**config.mk**
```make
export PLATFORM = sky130hd
export DESIGN_NAME = data_mem_ctrl_flat
export DESIGN_NICKNAME = d
export VERILOG_FILES = /design/src/rtl/data_mem_ctrl_pkg.sv /design/src/rtl/data_mem_ctrl_if.sv /design/src/rtl/data_mem_ctrl_decode.sv /design/src/rtl/data_mem_ctrl.sv /design/src/flat_wrapper.sv
export SDC_FILE = /design/constraint.sdc
export NUM_CORES = 1
export LEC_CHECK = 0
export ABC_AREA = 0
export CAP_MARGIN = 30
export CORE_AREA = 2 2 338 340
export CTS_CLUSTER_SIZE = 16
export DETAILED_ROUTE_END_ITERATION = 8
export DIE_AREA = 0 0 340 342
export DONT_BUFFER_PORTS = 1
export PLACE_DENSITY = 0.51
export SYNTH_ARGS = -nofsm -noshare
export SYNTH_HDL_FRONTEND = slang
export SYNTH_SLANG_ARGS = --single-unit
```
**constraint.sdc**
```tcl
create_clock -name clk -period 8.5 [get_ports clk]
set_input_delay 1.275 -clock clk [delete_from_list [all_inputs] [get_ports clk]]
set_output_delay 1.275 -clock clk [all_outputs]
set_load 0.02 [all_outputs]
```
**src/rtl/data_mem_ctrl_pkg.sv**
```systemverilog
// -----------------------------------------------------------------------------
// mem_sys_pkg
// Shared definitions for the memory subsystem data memory:
//   DMEM_BASE_ADDR : default byte address of word 0 of the data memory window
//   dmem_state_e   : controller state (INIT = zero-fill, RUN = serving requests)
//   dmem_lanes()   : number of byte lanes in a data word of a given width
// -----------------------------------------------------------------------------
package mem_sys_pkg;

   localparam logic [31:0] DMEM_BASE_ADDR = 32'h1001_0000;

   typedef enum logic [0:0] {
      INIT = 1'b0,
      RUN  = 1'b1
   } dmem_state_e;

   function automatic int dmem_lanes(input int data_width);
      return data_width / 32'sd8;
   endfunction

endpackage

```
**src/rtl/data_mem_ctrl_if.sv**
```systemverilog
// -----------------------------------------------------------------------------
// data_mem_ctrl_if
// Request/response bus of the data memory.
//   request  : req_valid_i, req_ready_o, req_write_i, req_addr_i, req_wdata_i,
//              req_be_i (one strobe per byte lane)
//   response : rsp_valid_o (one-cycle pulse), rsp_rdata_o, rsp_err_o
//   status   : init_done_o (zero-fill complete)
// modport master : the requester; modport slave : the memory.
// -----------------------------------------------------------------------------
interface data_mem_ctrl_if
   import mem_sys_pkg::*;
#(
   parameter int DATA_WIDTH = 32,
   parameter int ADDR_WIDTH = 32
);

   localparam int BE_W = dmem_lanes(DATA_WIDTH);

   logic                  req_valid_i;
   logic                  req_ready_o;
   logic                  req_write_i;
   logic [ADDR_WIDTH-1:0] req_addr_i;
   logic [DATA_WIDTH-1:0] req_wdata_i;
   logic [BE_W-1:0]       req_be_i;
   logic                  rsp_valid_o;
   logic [DATA_WIDTH-1:0] rsp_rdata_o;
   logic                  rsp_err_o;
   logic                  init_done_o;

   modport master (
      output req_valid_i, req_write_i, req_addr_i, req_wdata_i, req_be_i,
      input  req_ready_o, rsp_valid_o, rsp_rdata_o, rsp_err_o, init_done_o
   );

   modport slave (
      input  req_valid_i, req_write_i, req_addr_i, req_wdata_i, req_be_i,
      output req_ready_o, rsp_valid_o, rsp_rdata_o, rsp_err_o, init_done_o
   );

endinterface

```
**src/rtl/data_mem_ctrl_decode.sv**
```systemverilog
// -----------------------------------------------------------------------------
// dmem_decode
// Combinational address decode for the data memory window.
//   addr     : byte address of the request
//   in_range : address lies in [BASE_ADDR, BASE_ADDR + 4*DEPTH)
//   aligned  : address is word aligned
//   index    : word index inside the window (meaningful only when in_range)
// -----------------------------------------------------------------------------
module dmem_decode
   import mem_sys_pkg::*;
#(
   parameter int                    ADDR_WIDTH = 32,
   parameter int                    DEPTH      = 32,
   parameter int                    IDX_W      = 5,
   parameter logic [ADDR_WIDTH-1:0] BASE_ADDR  = DMEM_BASE_ADDR
) (
   input  logic [ADDR_WIDTH-1:0] addr,
   output logic                  in_range,
   output logic                  aligned,
   output logic [IDX_W-1:0]      index
);

   // Window size in bytes, one bit wider so it cannot wrap for any DEPTH.
   localparam logic [ADDR_WIDTH:0] SPAN = (ADDR_WIDTH+1)'(4 * DEPTH);

   logic [ADDR_WIDTH-1:0] off_s;

   // Offset from the window base; the >= test rejects addresses below the
   // base whose wrapped offset would otherwise look small.
   always_comb begin
      off_s    = addr - BASE_ADDR;
      in_range = (addr >= BASE_ADDR) && ({1'b0, off_s} < SPAN);
      aligned  = (addr[1:0] == 2'b00);
      index    = off_s[IDX_W+1:2];
   end

endmodule

```
**src/rtl/data_mem_ctrl.sv**
```systemverilog
// -----------------------------------------------------------------------------
// data_mem_ctrl
// Single-port data memory mapping DEPTH words at byte address BASE_ADDR.
// After every reset the storage is zero-filled one word per cycle (INIT);
// afterwards one read or write per cycle is accepted and answered with a
// registered response on the following cycle (RUN).
//   clk   : rising-edge clock
//   rst_n : asynchronous active-low reset
//   bus   : data_mem_ctrl_if.slave (request, response and init_done_o)
// Build option: DATA_MEM_BYTE_STROBE_EN
//   defined   -> writes update only lanes whose req_be_i bit is set
//   undefined -> req_be_i is ignored and writes update the full word
// -----------------------------------------------------------------------------
module data_mem_ctrl
   import mem_sys_pkg::*;
#(
   parameter int                    DATA_WIDTH = 32,
   parameter int                    DEPTH      = 32,
   parameter int                    ADDR_WIDTH = 32,
   parameter logic [ADDR_WIDTH-1:0] BASE_ADDR  = ADDR_WIDTH'(DMEM_BASE_ADDR)
) (
   input  logic            clk,
   input  logic            rst_n,
   data_mem_ctrl_if.slave  bus
);

   localparam int             LANES    = dmem_lanes(DATA_WIDTH);
   localparam int             IDX_W    = $clog2(DEPTH);
   localparam logic [IDX_W-1:0] LAST_IDX = IDX_W'(DEPTH - 1);

   dmem_state_e           state_r;
   logic [IDX_W-1:0]      fill_cnt_r;
   logic                  ready_r;
   logic                  init_done_r;
   logic                  rsp_valid_r;
   logic                  rsp_err_r;
   logic [DATA_WIDTH-1:0] rsp_rdata_r;

   logic [DATA_WIDTH-1:0] mem_r [DEPTH];

   logic                  in_range_s;
   logic                  aligned_s;
   logic [IDX_W-1:0]      index_s;
   logic                  accept_s;
   logic                  req_ok_s;
   logic [LANES-1:0]      wr_be_s;
   logic [DATA_WIDTH-1:0] rd_word_s;
   logic                  mem_we_s;
   logic [IDX_W-1:0]      mem_widx_s;
   logic [DATA_WIDTH-1:0] mem_wdata_s;
   logic [LANES-1:0]      mem_wbe_s;

   dmem_decode #(
      .ADDR_WIDTH (ADDR_WIDTH),
      .DEPTH      (DEPTH),
      .IDX_W      (IDX_W),
      .BASE_ADDR  (BASE_ADDR)
   ) u_decode (
      .addr     (bus.req_addr_i),
      .in_range (in_range_s),
      .aligned  (aligned_s),
      .index    (index_s)
   );

`ifdef DATA_MEM_BYTE_STROBE_EN
   assign wr_be_s = bus.req_be_i;
`else
   // Strobes are not used in this build; the port stays for a common interface.
   logic unused_be_s;
   assign unused_be_s = ^bus.req_be_i;
   assign wr_be_s     = {LANES{1'b1}};
`endif

   // ready_r is high exactly in RUN, so it doubles as the accept qualifier.
   assign accept_s  = bus.req_valid_i && ready_r;
   assign req_ok_s  = in_range_s && aligned_s;
   assign rd_word_s = mem_r[index_s];

   // Single write port: zero-fill in INIT, checked request writes in RUN.
   always_comb begin
      mem_we_s    = 1'b0;
      mem_widx_s  = fill_cnt_r;
      mem_wdata_s = '0;
      mem_wbe_s   = {LANES{1'b1}};
      case (state_r)
         INIT: begin
            mem_we_s = 1'b1;
         end
         RUN: begin
            if (accept_s && bus.req_write_i && req_ok_s) begin
               mem_we_s    = 1'b1;
               mem_widx_s  = index_s;
               mem_wdata_s = bus.req_wdata_i;
               mem_wbe_s   = wr_be_s;
            end else begin
               mem_we_s    = 1'b0;
            end
         end
         default: begin
            mem_we_s = 1'b0;
         end
      endcase
   end

   // Storage array with per-lane write enables; contents are defined by the
   // zero-fill, so it carries no reset.
   always_ff @(posedge clk) begin
      for (int k = 0; k < LANES; k++) begin
         if (mem_we_s && mem_wbe_s[k]) begin
            mem_r[mem_widx_s][8*k +: 8] <= mem_wdata_s[8*k +: 8];
         end
      end
   end

   // Controller FSM with registered ready/done flags and response register.
   always_ff @(posedge clk or negedge rst_n) begin
      if (!rst_n) begin
         state_r     <= INIT;
         fill_cnt_r  <= '0;
         ready_r     <= 1'b0;
         init_done_r <= 1'b0;
         rsp_valid_r <= 1'b0;
         rsp_err_r   <= 1'b0;
         rsp_rdata_r <= '0;
      end else begin
         case (state_r)
            INIT: begin
               rsp_valid_r <= 1'b0;
               rsp_err_r   <= 1'b0;
               rsp_rdata_r <= '0;
               if (fill_cnt_r == LAST_IDX) begin
                  state_r     <= RUN;
                  fill_cnt_r  <= '0;
                  ready_r     <= 1'b1;
                  init_done_r <= 1'b1;
               end else begin
                  fill_cnt_r  <= fill_cnt_r + IDX_W'(1);
               end
            end
            RUN: begin
               rsp_valid_r <= accept_s;
               rsp_err_r   <= accept_s && !req_ok_s;
               if (accept_s && !bus.req_write_i && req_ok_s) begin
                  rsp_rdata_r <= rd_word_s;
               end else begin
                  rsp_rdata_r <= '0;
               end
            end
            default: begin
               state_r     <= INIT;
               fill_cnt_r  <= '0;
               ready_r     <= 1'b0;
               init_done_r <= 1'b0;
               rsp_valid_r <= 1'b0;
               rsp_err_r   <= 1'b0;
               rsp_rdata_r <= '0;
            end
         endcase
      end
   end

   assign bus.req_ready_o = ready_r;
   assign bus.init_done_o = init_done_r;
   assign bus.rsp_valid_o = rsp_valid_r;
   assign bus.rsp_err_o   = rsp_err_r;
   assign bus.rsp_rdata_o = rsp_rdata_r;

endmodule
```
**src/flat_wrapper.sv**
```systemverilog
// flat-port wrapper written by rule: the top's interface ports become plain ports
module data_mem_ctrl_flat import mem_sys_pkg::*;
#(
   parameter int                    DATA_WIDTH = 32,
   parameter int                    DEPTH      = 32,
   parameter int                    ADDR_WIDTH = 32,
   parameter logic [ADDR_WIDTH-1:0] BASE_ADDR  = ADDR_WIDTH'(DMEM_BASE_ADDR)
)
  (clk, rst_n, bus_req_valid_i, bus_req_write_i, bus_req_addr_i, bus_req_wdata_i, bus_req_be_i, bus_req_ready_o, bus_rsp_valid_o, bus_rsp_rdata_o, bus_rsp_err_o, bus_init_done_o);
  data_mem_ctrl_if #(.DATA_WIDTH(DATA_WIDTH), .ADDR_WIDTH(ADDR_WIDTH)) bus_i ();
  input  logic clk;
  input  logic rst_n;
  input wire logic [$bits(bus_i.req_valid_i)-1:0] bus_req_valid_i;
  input wire logic [$bits(bus_i.req_write_i)-1:0] bus_req_write_i;
  input wire logic [$bits(bus_i.req_addr_i)-1:0] bus_req_addr_i;
  input wire logic [$bits(bus_i.req_wdata_i)-1:0] bus_req_wdata_i;
  input wire logic [$bits(bus_i.req_be_i)-1:0] bus_req_be_i;
  output wire logic [$bits(bus_i.req_ready_o)-1:0] bus_req_ready_o;
  output wire logic [$bits(bus_i.rsp_valid_o)-1:0] bus_rsp_valid_o;
  output wire logic [$bits(bus_i.rsp_rdata_o)-1:0] bus_rsp_rdata_o;
  output wire logic [$bits(bus_i.rsp_err_o)-1:0] bus_rsp_err_o;
  output wire logic [$bits(bus_i.init_done_o)-1:0] bus_init_done_o;
  assign bus_i.req_valid_i = bus_req_valid_i;
  assign bus_i.req_write_i = bus_req_write_i;
  assign bus_i.req_addr_i = bus_req_addr_i;
  assign bus_i.req_wdata_i = bus_req_wdata_i;
  assign bus_i.req_be_i = bus_req_be_i;
  assign bus_req_ready_o = bus_i.req_ready_o;
  assign bus_rsp_valid_o = bus_i.rsp_valid_o;
  assign bus_rsp_rdata_o = bus_i.rsp_rdata_o;
  assign bus_rsp_err_o = bus_i.rsp_err_o;
  assign bus_init_done_o = bus_i.init_done_o;
  data_mem_ctrl #(.DATA_WIDTH(DATA_WIDTH), .DEPTH(DEPTH), .ADDR_WIDTH(ADDR_WIDTH), .BASE_ADDR(BASE_ADDR)) u_core (.clk(clk), .rst_n(rst_n), .bus(bus_i));
endmodule
```
After elaboration in Yosys (flattened, before gate mapping)
Memories as Yosys holds them, arrays and structs flattened.
Cells that the tools add are included.

storage, ports and cells
  memories kept = 1
  bits of input ports = 72
  flip-flop bits (word level) = 41
  memory bits (writable) = 1,024

cells by class
  add/sub/neg operators = 2
  multiplexer cells = 15
  magnitude comparators = 2
  bitwise operators = 1
  reductions and logical operators = 12
  equal/unequal tests = 1

memories
  memory        words  width  rd ports  clocked after Yosys merged registers in  write ports  RTL line             RTL
  u_core.mem_r  32     32     1         0                                        1            data_mem_ctrl.sv:39  logic [DATA_WIDTH-1:0] mem_r [DEPTH];

operators with widths
  kind                                                                            count
  32-bit 2-to-1 mux                                                               3
  32-bit one-hot mux with 2 select lines                                          1
  32-bit by 29-bit >= comparator with 1-bit output (second input constant)        1
  32-bit by 8-bit less-than comparator with 1-bit output (second input constant)  1
  32-bit by 29-bit subtractor with 32-bit output (second input constant)          1
  5-bit 2-to-1 mux                                                                3
  1-bit logical AND                                                               8
  1-bit one-hot mux with 2 select lines                                           3
  5-bit by 1-bit adder with 5-bit output (second input constant)                  1
  5-bit equality test (second input constant)                                     1
  1-bit 2-to-1 mux                                                                5
  1-bit zero test                                                                 2
  2-bit zero test                                                                 1
  2-bit AND reduction                                                             1
  1-bit inverter                                                                  1

Depth between registers and ports, before layout
Gate-level depths: netlist (run 1).

  depth in word-level cells = 9
  mapped depth = 8
  gate-level depth less buffers = 6

Cells and area by module
From an unflattened synthesis (run 1), not the netlist that was laid out.

second synthesis, totals
  cell total of the unflattened synthesis = 1,853
  area total of the unflattened synthesis = 41,036.9 um^2

modules (own cells, without submodules)
  module         area each (um^2)  cells each  instances  seq. area each (um^2)
  data_mem_ctrl  40,909.2          1,834       1          31,775.5
  dmem_decode    127.6             19          1          0.0

Worst setup path after synthesis (run 1)
OpenSTA, ideal clock, no wires.

  kind = input -> register
  start = input bus_req_addr_i[27]
  end = memory u_core.mem_r[30][0], enable pin
  setup time = 470 ps
  slack = 2,927 ps
  stages on the path = 6
  required time = 8,030 ps
  arrival time = 5,103 ps
  cell sequence = or3_4 > o311a_1 > nor4_4 > o211ai_2 > buf_6 > o31ai_1

between the ends
  word-level cells in the longest chain between the ends = 9
  elaborated cells between the ends (all ways) = 12
  classes of those cells = add/sub (1); order compare (2); mux (6); reduce/logical (3)

RTL lines
  item                                                    RTL line                    RTL
  from (decl)                                             flat_wrapper.sv:15          input wire logic [$bits(bus_i.req_addr_i)-1:0] bus_req_addr_i;
  32-bit by 29-bit subtractor with 32-bit output          data_mem_ctrl_decode.sv:31  off_s = addr - BASE_ADDR;
  32-bit by 8-bit less-than comparator with 1-bit output  data_mem_ctrl_decode.sv:32  in_range = (addr >= BASE_ADDR) && ({1'b0, off_s} < SPAN);
  1-bit logical AND (*)                                   data_mem_ctrl_decode.sv:32
  1-bit logical AND (*)                                   data_mem_ctrl.sv:76         assign req_ok_s = in_range_s && aligned_s;
  1-bit logical AND (*)                                   data_mem_ctrl.sv:90         if (accept_s && bus.req_write_i && req_ok_s) begin
  1-bit 2-to-1 mux                                        data_mem_ctrl.sv:90
  1-bit one-hot mux with 2 select lines                   data_mem_ctrl.sv:85         case (state_r)
  1-bit 2-to-1 mux                                        data_mem_ctrl.sv:109        if (mem_we_s && mem_wbe_s[k]) begin
  1-bit 2-to-1 mux (not written as such)                  data_mem_ctrl.sv:110        mem_r[mem_widx_s][8*k +: 8] <= mem_wdata_s[8*k +: 8];
  to (decl)                                               data_mem_ctrl.sv:39

Every way passes the cells marked *; elsewhere a longest branch is shown, timed or not.

Worst setup path in the final report (run 1)
  start = input bus_req_addr_i[20]
  end = memory u_core.mem_r[21][31], enable pin

The elaborated chain is that of the path after synthesis.

==> results of run 1 <==
[cell usage after synthesis (3+ instances only)]
library cell / count / area, um2
nor4_1: 3 / 18.8
nor3b_1: 5 / 37.5
inv_1: 38 / 143
nor2b_1: 3 / 18.8
buf_6: 5 / 56.3
o21ai_0: 148 / 741
mux4_2: 128 / 2880
a31oi_1: 3 / 18.8
edfxtp_1: 1024 / 30700
nand2b_1: 3 / 18.8
o31ai_1: 15 / 113
buf_2: 35 / 175
clkbuf_1: 78 / 293
a221oi_1: 128 / 1120
dfrtp_1: 41 / 1030
nor2_1: 45 / 169
nand4_1: 3 / 18.8
and3b_1: 3 / 26.3
buf_1: 10 / 37.5
nand2_1: 53 / 199
a41oi_2: 30 / 488
nor3_1: 6 / 30.0
mux2i_1: 256 / 2560
or2_2: 3 / 18.8
nand3_1: 11 / 55.1
buf_4: 4 / 30.0
[state kept, by name (all words and copies together) (netlist names)]
register and count:
u_core.state_r 1, u_core.mem_r 1024, u_core.bus.rsp_rdata_o 32, u_core.bus.rsp_valid_o 1, u_core.bus.rsp_err_o 1, u_core.fill_cnt_r 5, u_core.bus.req_ready_o 1
[cell type report]
cell class	count	share of cell area (%)
Sequential cell	1065	66.8
Timing Repair Buffer	84	1.58
Multi-Input combinational cell	880	19.7
Clock inverter	74	1.58
Inverter	38	0.300
Clock buffer	131	6.00
Tap cell	1512	3.98
[metal layers]
layer	global-route usage (%)	up-vias	share of wire (%)
li1	-	8895	-
met1	22.1	11000	40
met2	33.5	510	54
met3	2.43	150	4.1
met4	5.51	0	2.4
met5	0	-	0
[cells by family after synthesis]
logic type,Yosys count,share of synthesized area (%)
DFF,1065,76.7
muxes,386,13.2
AOI/OAI and AO/OA,338,6.30
buffers and inverters,170,1.77
and+or+nand+nor,153,1.89
adders and majority gates,2,0.0604
xor gates and xnor gates,1,0.0212
[power by group]
part           internal, mW  switching (mW)
clock                  2.82            1.99
combinational        0.0804          0.0925
sequential             5.66        0.000874
[stage by stage]
step	total power, mW	std cells	setup WS (ns)	cell area (um2)
after floorplan	5.95	2115	2.93	41400
after global placement	5.94	3565	3.43	43700
after detailed placement	5.95	3570	3.72	43800
after CTS	10.7	3775	4.42	47400
after global routing	10.9	3784	4.24	47500
final	10.6	3784	4.40	47500
[worst max-delay path: cells and delay by family]
kind            cells  cell delay (ns)
simple gates        3             1.25
compound gates      2             0.92
buf+inv             2             0.90
[worst max path at each step]
stage                                       to                from  cells past startpoint
final                     u_core.mem_r[21][31]  bus_req_addr_i[20]                      7
after global routing      u_core.mem_r[31][10]  bus_req_addr_i[20]                      7
after CTS                  u_core.mem_r[31][5]  bus_req_addr_i[20]                      7
after detailed placement   u_core.mem_r[31][5]  bus_req_addr_i[20]                      7
after global placement    u_core.mem_r[18][12]  bus_req_addr_i[20]                      7
after floorplan            u_core.mem_r[30][0]  bus_req_addr_i[27]                      6
==> metrics, run 1 <==
Synth warnings=0; WL final=107000 um; Clock transition at path regs=0.07 ns; Syn-to-layout area delta=14.8%; Tightest Pin Transition=1.20 ns; clock buffer depth=3; CORE AREA=0.113 mm2; Critical Path AT=4.42 ns; most frequent cells in the layout=edfxtp_1, mux2i_1, o21ai_0; CP max stage cell=o21ai_4; Synth Instances=2115; Fin Hold WS=0.288 ns; RSZ-0062 raised after global routing=false; CP cell instances=nor4_2, nand3_1, nor4b_4, o211ai_4, buf_4, o21ai_4, buf_4; Synth cell types=49; Total GRT Usage=18.2%; register area share after synthesis=76.7%; Via Count=20600; first-pass GRT wire length=152000 um; fin. max-slew vios=0; Resized cells post-CTS=0; critical path startpoint category=input pin; Reg area=0.0318 mm2; R2R Setup Slk=4.94 ns; IO Pins=108; Final ANT Viol Nets=0; Static Leakage=17.7 nW; CTS tree=yes; clock root buffer=clkbuf_16; filler cell count=9829; vias in the first global route=21400; CP Data Required Time=8.82 ns; final setup TNS=0 ns; status=completed; min-delay worst type=in -> async; largest net degree at the start of global routing=389; # H-tree levels=3; fmax=244 MHz; Syn Nets=2189; Pwr Density=224 mW/mm2; Die Area=0.116 mm2; Syn Area/Cell=19.6 um2; drt pass-1 iters=6; slowest stage delay, CP=0.82 ns; final-report hold violation count=0; Routed WL per cell=28.4 um; maxcap violations=0; maximum VDD drop=0.142 mV; number of buffers added on ports=0; vias per inst=5.44; proportion of layout cells with a drive suffix above 1=20.9%; Max Fanout on Critical Path=32; initial drt markers=1855; placer congestion estimate=0.761; total CTS buffers=108; worst reg2reg endpoint=u_core.mem_r[31][5]; critical path type=in -> reg; Crit. End Element=flip-flop; most used cell, CP=buf_4; origin of the critical flop-to-flop path=u_core.bus.req_ready_o; commonest non-fill, non-tap cell in the layout=edfxtp_1; area of the multi-input gates=0.00937 mm2; total gr overflow=0; CTS Sinks=1065; hold_buf cts=0; dpl hpwl=50900 um; mapped cell area=0.0414 mm2; Worst-Skew Late Latency=0.68 ns; Die Width=340 um; Die Height=342 um; Tcrit/Tclk final=48.2%; Core Util, Final=42.0%; number of flops mapped to enable cells by yosys=1024; min Tclk post-route=4.10 ns; Initial Utilization=36.6%; antenna violations before repair=0; # setup viols final=0; asr flop ratio synth=3.85%; synthesis-stage register bit count=1065; slew margin rel.=20.3%; Worst Skew=0.0228 ns; NumNets Final=2251; cell row count=124; DR DRC count=0; Post-CTS Setup Bufs=0; Most used DFF post-synth=edfxtp_1; ant diodes=0; worst r2r path cells=7
No activity file was read; power rests on OpenSTA's default activity.
==> inputs of run 2 (changes only) <==
ABC_AREA = 1   (was 0)
CORE_AREA = 2 2 342 344   (was 2 2 338 340)
DIE_AREA = 0 0 344 346   (was 0 0 340 342)
clock period = 4 ns   (was 8.5 ns; I/O delays follow)
==> metrics, run 2 <==
fin. max-slew vios=0; Static Leakage=18.1 nW; crit path launch=u_core.bus.req_ready_o; Die Height=346 um; Reg area=0.0318 mm2; synth top area cells=edfxtp_1, nand2_1, a21oi_1; critical path startpoint category=flip-flop; Pwr Density=479 mW/mm2; Critical Path AT=3.50 ns; CTS Sinks=1065; Routed WL per cell=24.3 um; filler cell count=10600; synthesis-stage register bit count=1065; max FFs per register=1024; Clock transition at path regs=0.06 ns; Synth cell types=38; Die Width=344 um; total CTS buffers=110; Most flops, register=u_core.mem_r; total gr overflow=0; CP Data Required Time=4.33 ns; Worst Skew=0.0240 ns; number of flops mapped to enable cells by yosys=1024; number of buffers added on ports=0; Tightest Pin Transition=1.36 ns; final-report hold violation count=0; Critical Path End=u_core.mem_r[29][10]; vias per inst=5.38; dpl hpwl=66000 um; # setup viols final=0; DP Area=0.0450 mm2; RSZ-0062 raised after global routing=false; Initial Utilization=36.6%; asr flop ratio synth=3.85%; commonest non-fill, non-tap cell in the layout=edfxtp_1; origin of the critical flop-to-flop path=u_core.bus.req_ready_o; vias in the first global route=25600; slew margin rel.=9.64%; clock buffer depth=3; worst reg2reg endpoint=u_core.mem_r[29][10]; Syn-to-layout area delta=15.3%; antenna violations before repair=0; initial drt markers=2788; Worst-Skew Late Latency=0.70 ns; CTS tree=yes; Syn Nets=3379; Crit. End Element=flip-flop; proportion of layout cells with a drive suffix above 1=11.7%; cell row count=125; combinational power share=3.5%; final setup margin=0.838 ns; WL final=120000 um; first-pass GRT wire length=176000 um; Max Fanout on Critical Path=20; clock share of power=45.0%; Syn Area/Cell=12.8 um2; worst r2r path cells=9; Switch Pwr=4.89 mW; Switching Share=20.9%; most frequent cells in the layout=edfxtp_1, nand2_1, a21oi_1; Via Count=26700; Total GRT Usage=20.0%; Internal=18.5 mW; Synth warnings=0; Synth Instances=3305; Seq pwr share=51.5%; maximum VDD drop=0.465 mV; synth cell count leaders=edfxtp_1, nand2_1, a21oi_1; maxcap violations=0; Die Area=0.119 mm2; Final ANT Viol Nets=0; Most used DFF post-synth=edfxtp_1; CORE AREA=0.115 mm2; largest net degree at the start of global routing=515; mapped cell area=0.0423 mm2; post-synth top area share=72.7%; clock root buffer=clkbuf_16; critical path type=reg -> reg; area of the multi-input gates=0.00967 mm2; Tcrit/Tclk final=79.1%; # H-tree levels=3; IO Pins=108; DP Worst Slack=0.374 ns; min-delay worst type=in -> reg; DR DRC count=0; status=completed; R2R Setup Slk=0.84 ns; Yosys top cell by area=edfxtp_1; Design Area, Final=0.0487 mm2; most common cell in the netlist=edfxtp_1; final setup TNS=0 ns; register area share after synthesis=75.2%; drt pass-1 iters=7; placer congestion estimate=0.793; min Tclk post-route=3.16 ns; fmax=316 MHz; NumNets Final=3410
==> run 2: per-stage QoR <==
step	hold slack [ns]	utilization (%)	instances	total power, mW
finish	0.0810	42.2	4958	23.4
global route	0.0768	42.2	4957	24.0
CTS	0.0425	42.2	4957	23.5
detailed placement	0.305	39.0	4746	13.1
global placement	0.306	39.0	4746	13.1
floorplan	0.304	-	3305	12.9
==> run 2: critical path: stages, from the launching register on <==
cell and delay (ns):
dfrtp_1 0.62, nand2_1 0.12, nor2_1 0.55, nand3_4 0.21, nand2_1 0.14, nand2_2 0.10, inv_2 0.10, nand3_1 0.32
nor2_4 0.20, buf_4 0.42
==> run 2: layout make-up <==
class                           instances  share of cell area [%]
Tap cell                             1524                    3.91
Clock inverter                         66                    1.46
Multi-Input combinational cell       1949                    19.8
Sequential cell                      1065                    65.2
Inverter                               65                   0.542
Timing Repair Buffer                  145                    2.87
Clock buffer                          143                    6.17
Antenna cell                            1                 0.00513
==> run 2: what timing repair did <==
action,in CTS,in global routing
hold buffers,2,0
endpoints found under the setup margin,0,0
setup buffers,0,0
gates resized for setup,0,0
hold endpoints to repair,41,0
==> run 2: logic make-up after synthesis <==
group / Yosys count / synth area share, %
xor gates and xnor gates: 1 / 0.0207
adders and majority gates: 2 / 0.0592
DFF: 1065 / 75.2
AOI/OAI and AO/OA: 774 / 11.2
and+or+nand+nor: 1172 / 10.9
buffers and inverters: 291 / 2.71
==> run 2: worst min path at each step <==
stage	from	to	slack, ns	cells past startpoint
final	bus_req_valid_i	u_core.bus.rsp_valid_o	0.08	2
after global routing	bus_req_valid_i	u_core.bus.rsp_valid_o	0.08	2
after CTS	bus_req_valid_i	u_core.bus.rsp_valid_o	0.04	2
after detailed placement	rst_n	u_core.bus.rsp_rdata_o[28]	0.31	0
after global placement	rst_n	u_core.bus.rsp_rdata_o[28]	0.31	0
after floorplan	rst_n	u_core.bus.req_ready_o	0.30	0
==> run 2: layer usage <==
layer  share of wire (%)  track usage [%]  wire length [um]  vias up
met2                  47             32.0             57100      841
li1                    -                -                 -    12200
met4                 2.3             4.95              2780        0
met5                   0                0                 0        -
met3                 5.6             2.29              6770      149
met1                  45             28.9             53700    13500
==> run 2: power by group through the flow <==
| stage | Clock [mW] | Sequential [mW] | Combinational (mW) |
|---|---|---|---|
| after floorplan | 0 | 12.3 | 0.620 |
| after global placement | 0 | 12.3 | 0.798 |
| after detailed placement | 0 | 12.3 | 0.797 |
| after CTS | 10.7 | 12.0 | 0.815 |
| after global routing | 11.1 | 12.0 | 0.885 |
| final | 10.5 | 12.0 | 0.811 |
